$ cat src/rtl/sample_tap_buffer.sv
// sample_tap_buffer: 64-deep circular history of Q15 samples. Each accepted
// sample starts a 64-cycle frame that presents every stored sample on x,
// newest first, to a FIR multiply-accumulate stage. A sample offered while a
// frame is still running is dropped and the sticky overrun flag is set.
//
// Optional feature: define SAMPLE_TAP_BUFFER_ZERO_FILL_EN to add a saturating
// fill counter so that taps not yet written since reset read as zero.
//
// state  | meaning
// -------+------------------------------------------------------------
// IDLE   | waiting for din_valid; ready high, tap_valid low, x = 0
// STREAM | presenting taps k = 0..63, one per cycle; incoming samples dropped

module sample_tap_buffer (
    input  logic        clk,
    input  logic        reset,
    input  logic [15:0] din,
    input  logic        din_valid,
    output logic        ready,
    output logic [15:0] x,
    output logic [5:0]  tap_idx,
    output logic        tap_valid,
    output logic        frame_start,
    output logic        frame_done,
    input  logic        overrun_clr,
    output logic        overrun
);

    typedef enum logic {
        IDLE   = 1'b0,
        STREAM = 1'b1
    } state_t;

    state_t      state;
    logic [15:0] mem [64];
    logic [5:0]  wp;
    logic [5:0]  k;
    logic [5:0]  k_next;
    logic [5:0]  rd_addr;
    logic        accept;
    logic        drop;
    logic        tap_live;

    assign ready   = (state == IDLE);
    assign accept  = (state == IDLE) && din_valid;
    assign drop    = (state == STREAM) && din_valid;
    assign k_next  = k + 6'd1;
    // Modulo-64 wrap of the unsigned subtraction walks back through history.
    assign rd_addr = wp - k_next;
    assign tap_idx = k;

`ifdef SAMPLE_TAP_BUFFER_ZERO_FILL_EN
    logic [6:0] fill;

    // Count accepted samples since reset, saturating once the buffer is full.
    always_ff @(posedge clk or posedge reset) begin
        if (reset) begin
            fill <= 7'd0;
        end else if (accept && (fill != 7'd64)) begin
            fill <= fill + 7'd1;
        end
    end

    // Taps at or beyond the fill level have not been written since reset.
    assign tap_live = ({1'b0, k_next} < fill);
`else
    assign tap_live = 1'b1;
`endif

    // History storage is deliberately not reset; only the pointer is.
    always_ff @(posedge clk) begin
        if (accept) begin
            mem[wp] <= din;
        end
    end

    // Frame sequencer with registered tap outputs.
    always_ff @(posedge clk or posedge reset) begin
        if (reset) begin
            state       <= IDLE;
            wp          <= 6'd0;
            k           <= 6'd0;
            x           <= 16'd0;
            tap_valid   <= 1'b0;
            frame_start <= 1'b0;
            frame_done  <= 1'b0;
        end else begin
            case (state)
                IDLE: begin
                    frame_done <= 1'b0;
                    if (din_valid) begin
                        // Tap 0 is taken straight from din so the newest
                        // sample is shown even though mem is written this edge.
                        state       <= STREAM;
                        k           <= 6'd0;
                        x           <= din;
                        tap_valid   <= 1'b1;
                        frame_start <= 1'b1;
                    end else begin
                        x           <= 16'd0;
                        tap_valid   <= 1'b0;
                        frame_start <= 1'b0;
                    end
                end
                STREAM: begin
                    frame_start <= 1'b0;
                    if (k == 6'd63) begin
                        state      <= IDLE;
                        wp         <= wp + 6'd1;
                        k          <= 6'd0;
                        x          <= 16'd0;
                        tap_valid  <= 1'b0;
                        frame_done <= 1'b0;
                    end else begin
                        k          <= k_next;
                        x          <= tap_live ? mem[rd_addr] : 16'd0;
                        tap_valid  <= 1'b1;
                        frame_done <= (k_next == 6'd63);
                    end
                end
                default: begin
                    state       <= IDLE;
                    k           <= 6'd0;
                    x           <= 16'd0;
                    tap_valid   <= 1'b0;
                    frame_start <= 1'b0;
                    frame_done  <= 1'b0;
                end
            endcase
        end
    end

    // Sticky drop flag; a drop wins over a simultaneous clear.
    always_ff @(posedge clk or posedge reset) begin
        if (reset) begin
            overrun <= 1'b0;
        end else if (drop) begin
            overrun <= 1'b1;
        end else if (overrun_clr) begin
            overrun <= 1'b0;
        end
    end

endmodule

$ cat config.mk
export PLATFORM = sky130hd
export DESIGN_NAME = sample_tap_buffer
export DESIGN_NICKNAME = d
export VERILOG_FILES = /design/src/rtl/sample_tap_buffer.sv
export SDC_FILE = /design/constraint.sdc
export NUM_CORES = 1
export LEC_CHECK = 0
export CAP_MARGIN = 25
export CORE_AREA = 5 5 311 282
export CTS_CLUSTER_SIZE = 12
export DETAILED_ROUTE_END_ITERATION = 8
export DIE_AREA = 0 0 316 287
export GPL_TIMING_DRIVEN = 0
export MAX_ROUTING_LAYER = met4
export PLACE_DENSITY = 0.77
export SYNTH_ARGS = -nofsm -noshare
export SYNTH_HDL_FRONTEND = slang
export SYNTH_SLANG_ARGS = --single-unit
$ cat constraint.sdc
create_clock -name clk -period 3.68 [get_ports clk]
set_input_delay 0.552 -clock clk [delete_from_list [all_inputs] [get_ports clk]]
set_output_delay 0.552 -clock clk [all_outputs]
set_load 0.02 [all_outputs]
* Word-level counts from Yosys, hierarchy flattened
Memories as Yosys holds them, arrays and structs flattened.
Index checks and enable logic that the tools add are counted.
** Storage, ports and cells
- Register bits :: 32
- Bits in writable memories :: 1024
- Input bits :: 20
- Output and inout bits :: 27
- Memories kept :: 1
** Memories
- mem :: words 64, width 16, rd ports 1, clocked after memory_dff 0, write ports 1, RTL line 35 : logic [15:0] mem [64];
** Operators by class
- $add $sub $neg :: 3
- Equal/unequal tests :: 3
- Mux-type cells :: 16
- Bitwise logic cells :: 1
- Reduce and logical (&&, ||, !) cells :: 4
** Operators with widths (count)
- $mux W16 :: 2
- $pmux W16 S2 :: 1
- $add A6 B1 Y6 const B :: 2
- $eq A6 B6 Y1 const B :: 2
- $mux W6 :: 2
- $pmux W6 S2 :: 1
- $mux W1 :: 7
- $pmux W1 S2 :: 3
- $sub A6 B6 Y6 :: 1
- $logic_and A1 B1 Y1 :: 2
- $ne A2 B2 Y1 const B :: 1
- $reduce_and A2 Y1 :: 1
- $reduce_bool A2 Y1 :: 1
- $not A1 Y1 :: 1

* Logic depth before layout (Yosys ltp)
An unclocked memory read counts as a cell.
- Depth after elaboration :: 5
- Mapped depth :: 13
- Gate-level depth less buffers :: 11

* Worst setup path after synthesis
OpenSTA, ideal clock, no wires.
- Kind :: flip-flop to flip-flop
- Start :: register k[0], in the netlist tap_idx[0]
- End :: register x[11]
- Data arrival time :: 3.058 ns
- Setup slack :: 0.496 ns
- Stages on the path, launching flop included :: 13
- Buffers on the path :: 4
- Cell sequence :: dfrtp_1 > inv_1 > ha_1 > fa_1 > buf_4 > buf_4 > buf_2 > buf_2 > mux2i_1 > a22oi_1 > a31oi_1 > a21oi_1 > a221o_1
** Between the ends
- Longest elaborated chain between the ends :: 5
- Elaborated cells between the ends (all ways) :: 6
- Classes of those cells :: add/sub: 2; eq/ne: 1; mux: 2; memory: 1
** RTL lines
- start: declaration :: RTL line 37 : logic [5:0] k;
- start signal: assignment :: RTL line 115 : k <= k_next;
- $add A6 B1 Y6 :: RTL line 47 : assign k_next = k + 6'd1;
- $sub A6 B6 Y6 :: RTL line 49 : assign rd_addr = wp - k_next;
- $mem_v2 Z64 W16
- $mux W16 * :: RTL line 107 : if (k == 6'd63) begin
- $pmux W16 S2 * :: RTL line 88 : case (state)
- end signal: assignment :: RTL line 96 : x <= din;
- end signal: assignment :: RTL line 116 : x <= tap_live ? mem[rd_addr] : 16'd0;
- end: declaration :: RTL line 20 : output logic [15:0] x,
Every way passes the cells marked *; elsewhere a longest branch is shown, timed or not.
A chain may end at the register's enable or synchronous reset.

* Worst setup path after layout
- Start :: input din_valid
- End :: memory mem[44][5], enable pin
** Between the ends
- Longest elaborated chain between the ends :: 3
** RTL lines
- start: declaration :: RTL line 18 : input logic din_valid,
- $logic_and A1 B1 Y1 :: RTL line 45 : assign accept = (state == IDLE) && din_valid;
- $mux W1 :: RTL line 72 : if (accept) begin
- $mux W1 (not written as such) :: RTL line 73 : mem[wp] <= din;
- end: declaration :: RTL line 35
No other way between the ends.

==> impl_metrics.toml <==
[setup_path]
timing_worst_setup_path_type = "in -> reg"
critical_path.endpoint_type = "flip-flop"
worst_setup_path_start_kind = "input pin"
worst-endpoint-arrival_ns = 4.27
crit_fanout = 11
setup.reg_to_reg.worst_slack_ns = -0.16
timing.critical_path.required_ns = 4.04

[timing]
final.setup.tns_ns = -14.12
final-setup-viol-count = 140
slew_viol_final = 0
achievable-frequency_ghz = 0.255
setup_repair_after_global_routing_missed_its_margin = "yes"
relSlewSlack = 0.294
final_skew_ns = 0.0245
timing.final.hold_violations = 0
layout_worst_path_cycle_share = 1.06
final.min_clock_period_ns = 3.92
finalWorstSetupSlack_ns = -0.237
max_slew.worst_pin.slew_ns = 1.06

[die]
row_count = 101
floorplan.io_pins = 47
horizontal_die_dimension_um = 316
die_height_um = 287
start_util = 0.495
die-area_um2 = 90700
placeable_core_region_um2 = 84000

[yosys]
synth_edf_count = 1024
syn_area_per_cell_um2 = 18.0
flip_flop_and_latch_count_after_synthesis = 1056
part_of_the_yosys_area_used_for_sequential_elements = 0.758
syn_nets = 2345
netlist-cell-type-count = 50
synth-async-reset-ratio = 0.0303
yosysWarningCount = 0
synth_top_flop_cell = "sky130_fd_sc_hd__edfxtp_1"
syn-cell-area_um2 = 41600
netlist_instances = 2316

[placement]
gp_congestion = 0.986
place_area_um2 = 44400
place.detailed.hpwl_um = 70500
port_buffers = 46

[hold_path]
min-delay-path-class = "in -> reg"

[clock_network]
clock_tree.root_cell = "sky130_fd_sc_hd__clkbuf_16"
numCtsBuffers = 102
worst_setup_hold_path_clk_slew_ns = 0.06
cts.path.max_buffers = 3
cts_hold_repair.buffers = 0
numClockSinks = 1056
worst_skew_pair.late_latency_ns = 0.68
ctsHtreeMaxLevel = 3
tritoncts = "done"

[grt]
grt_first_pass_wirelength_um = 153000
grt_pass1_vias = 23380
gr-usage-all-layers = 0.236
globalRoute.totalOverflow = 0
grt_max_degree = 58
grt_antenna_before_repair = 9

[cells_and_area]
highest_count_cells_in_the_layout_ignoring_fill_and_taps = "sky130_fd_sc_hd__edfxtp_1, sky130_fd_sc_hd__mux2i_1, sky130_fd_sc_hd__a22oi_1"
area_growth_syn_to_layout_pct = 18.9
final_design_instance_area_without_fill_um2 = 49500
finish.utilization = 0.589
final_common_cell = "sky130_fd_sc_hd__edfxtp_1"
layout.nets = 2575
final_layout_size_suffix_gt1_frac = 0.214

[flow_run]
cap_violations = 0

[route]
vias_per_cell = 6.30
first_pass_iters = 7
wire_length_per_cell_um = 28.8
routed-via-count = 23667
route.antenna.remaining_nets = 0
dr.first_iter.drc_count = 3548
drc = 0
drt_wl_total_um = 108000

[status]
failed_checks = "negative setup slack"
status = "finished, violations left"
[path summary, 6_finish.rpt]
check / cells past startpoint / start / to
max: 6 / din_valid / mem[44][5]
min: 1 / din[14] / mem[39][14]
max reg2reg: 5 / state / mem[44][5]
min reg2reg: 1 / tap_idx[0] / tap_idx[0]
max in group asynchronous: 3 / reset / x[14]
min in group asynchronous: 2 / reset / x[5]
[layer usage]
layer / wire length, µm / global-route usage
met1: 42200 / 0.319
met2: 49400 / 0.349
met3: 12000 / 0.0607
met4: 4790 / 0.0898
met5: 0 / -
[worst max-delay path, stage by stage]
cell	delay (ns)
sky130_fd_sc_hd__clkdlybuf4s50_1	0.56
sky130_fd_sc_hd__nor2b_1	0.52
sky130_fd_sc_hd__clkbuf_1	0.59
sky130_fd_sc_hd__nand3_1	0.87
sky130_fd_sc_hd__nor2_1	0.83
sky130_fd_sc_hd__buf_4	0.34
[cells in the mapped netlist (2+ instances only)]
cell type,n,share of area
sky130_fd_sc_hd__a2111oi_0,62,0.013
sky130_fd_sc_hd__a2111oi_2,2,0.00072
sky130_fd_sc_hd__a211oi_1,80,0.014
sky130_fd_sc_hd__a21o_1,2,0.00036
sky130_fd_sc_hd__a21oi_1,18,0.0022
sky130_fd_sc_hd__a221o_1,16,0.0038
sky130_fd_sc_hd__a22o_1,65,0.014
sky130_fd_sc_hd__a22oi_1,128,0.023
sky130_fd_sc_hd__a311oi_1,32,0.0067
sky130_fd_sc_hd__a31oi_1,33,0.0050
sky130_fd_sc_hd__and3_1,2,0.00030
sky130_fd_sc_hd__buf_1,2,0.00018
sky130_fd_sc_hd__buf_2,61,0.0073
sky130_fd_sc_hd__buf_4,25,0.0045
sky130_fd_sc_hd__buf_6,10,0.0027
sky130_fd_sc_hd__buf_8,2,0.00072
sky130_fd_sc_hd__clkbuf_1,45,0.0041
sky130_fd_sc_hd__clkbuf_2,3,0.00036
sky130_fd_sc_hd__clkbuf_4,3,0.00054
sky130_fd_sc_hd__dfrtp_1,32,0.019
sky130_fd_sc_hd__edfxtp_1,1024,0.74
sky130_fd_sc_hd__ha_1,8,0.0024
sky130_fd_sc_hd__inv_1,8,0.00072
sky130_fd_sc_hd__mux2i_1,448,0.11
sky130_fd_sc_hd__nand2_1,12,0.0011
sky130_fd_sc_hd__nand3_1,11,0.0013
sky130_fd_sc_hd__nand3b_1,3,0.00054
sky130_fd_sc_hd__nand4_1,2,0.00030
sky130_fd_sc_hd__nor2_1,74,0.0067
sky130_fd_sc_hd__nor2b_1,67,0.010
sky130_fd_sc_hd__o21ai_0,5,0.00060
sky130_fd_sc_hd__or3b_2,2,0.00042
sky130_fd_sc_hd__xnor2_1,9,0.0019
sky130_fd_sc_hd__xor2_1,4,0.00084
[cell type report]
| class | instances | area [µm²] |
|---|---|---|
| Antenna cell | 6 | 15.0 |
| Buffer | 151 | 1470 |
| Clock buffer | 162 | 2900 |
| Clock inverter | 13 | 86.3 |
| Fill cell | 5768 | 34500 |
| Inverter | 8 | 30.0 |
| Multi-Input combinational cell | 1101 | 10700 |
| Sequential cell | 1056 | 31600 |
| Tap cell | 1133 | 1420 |
| Timing Repair Buffer | 126 | 1390 |
[per-stage QoR]
stage	hold WS, ns	cells	worst slack [ns]
final	0.244	3756	-0.237
after global routing	0.233	3756	-0.187
after CTS	0.221	3741	-0.00593
after detailed placement	0.538	3565	-1.25
after global placement	0.541	3495	-1.14
after floorplan	0.589	2316	0.496
[registers in the layout, indices dropped and copies added, names as in the netlist]
signal / cells
mem: 1024
frame_start: 1
frame_done: 1
tap_idx: 6
x: 16
overrun: 1
wp: 6
state: 1
[cells by family (layout without fill, tap and decap cells)]
family          after synthesis  count (layout)  synth area share
flops                      1056            1056             0.758
mux                         449             449             0.108
compound gates              446             446            0.0842
simple gates                182             182            0.0223
buf+inv                     159             460            0.0211
xor+xnor                     15              15           0.00367
fa+ha+maj                     9               9           0.00289
other cells                   0               6                 0
[timing repair]
item / 4_1_cts / 5_1_grt
cloned: 0 / 2
gates resized for setup: 334 / 167
pin swaps: 27 / 39
setup endpoints to repair: 16 / 83
setup buffers: 1 / 7
Power is left out: the tool's default activity adds up to more than one toggle a clock period on the data nets, which glitch-free logic cannot reach.
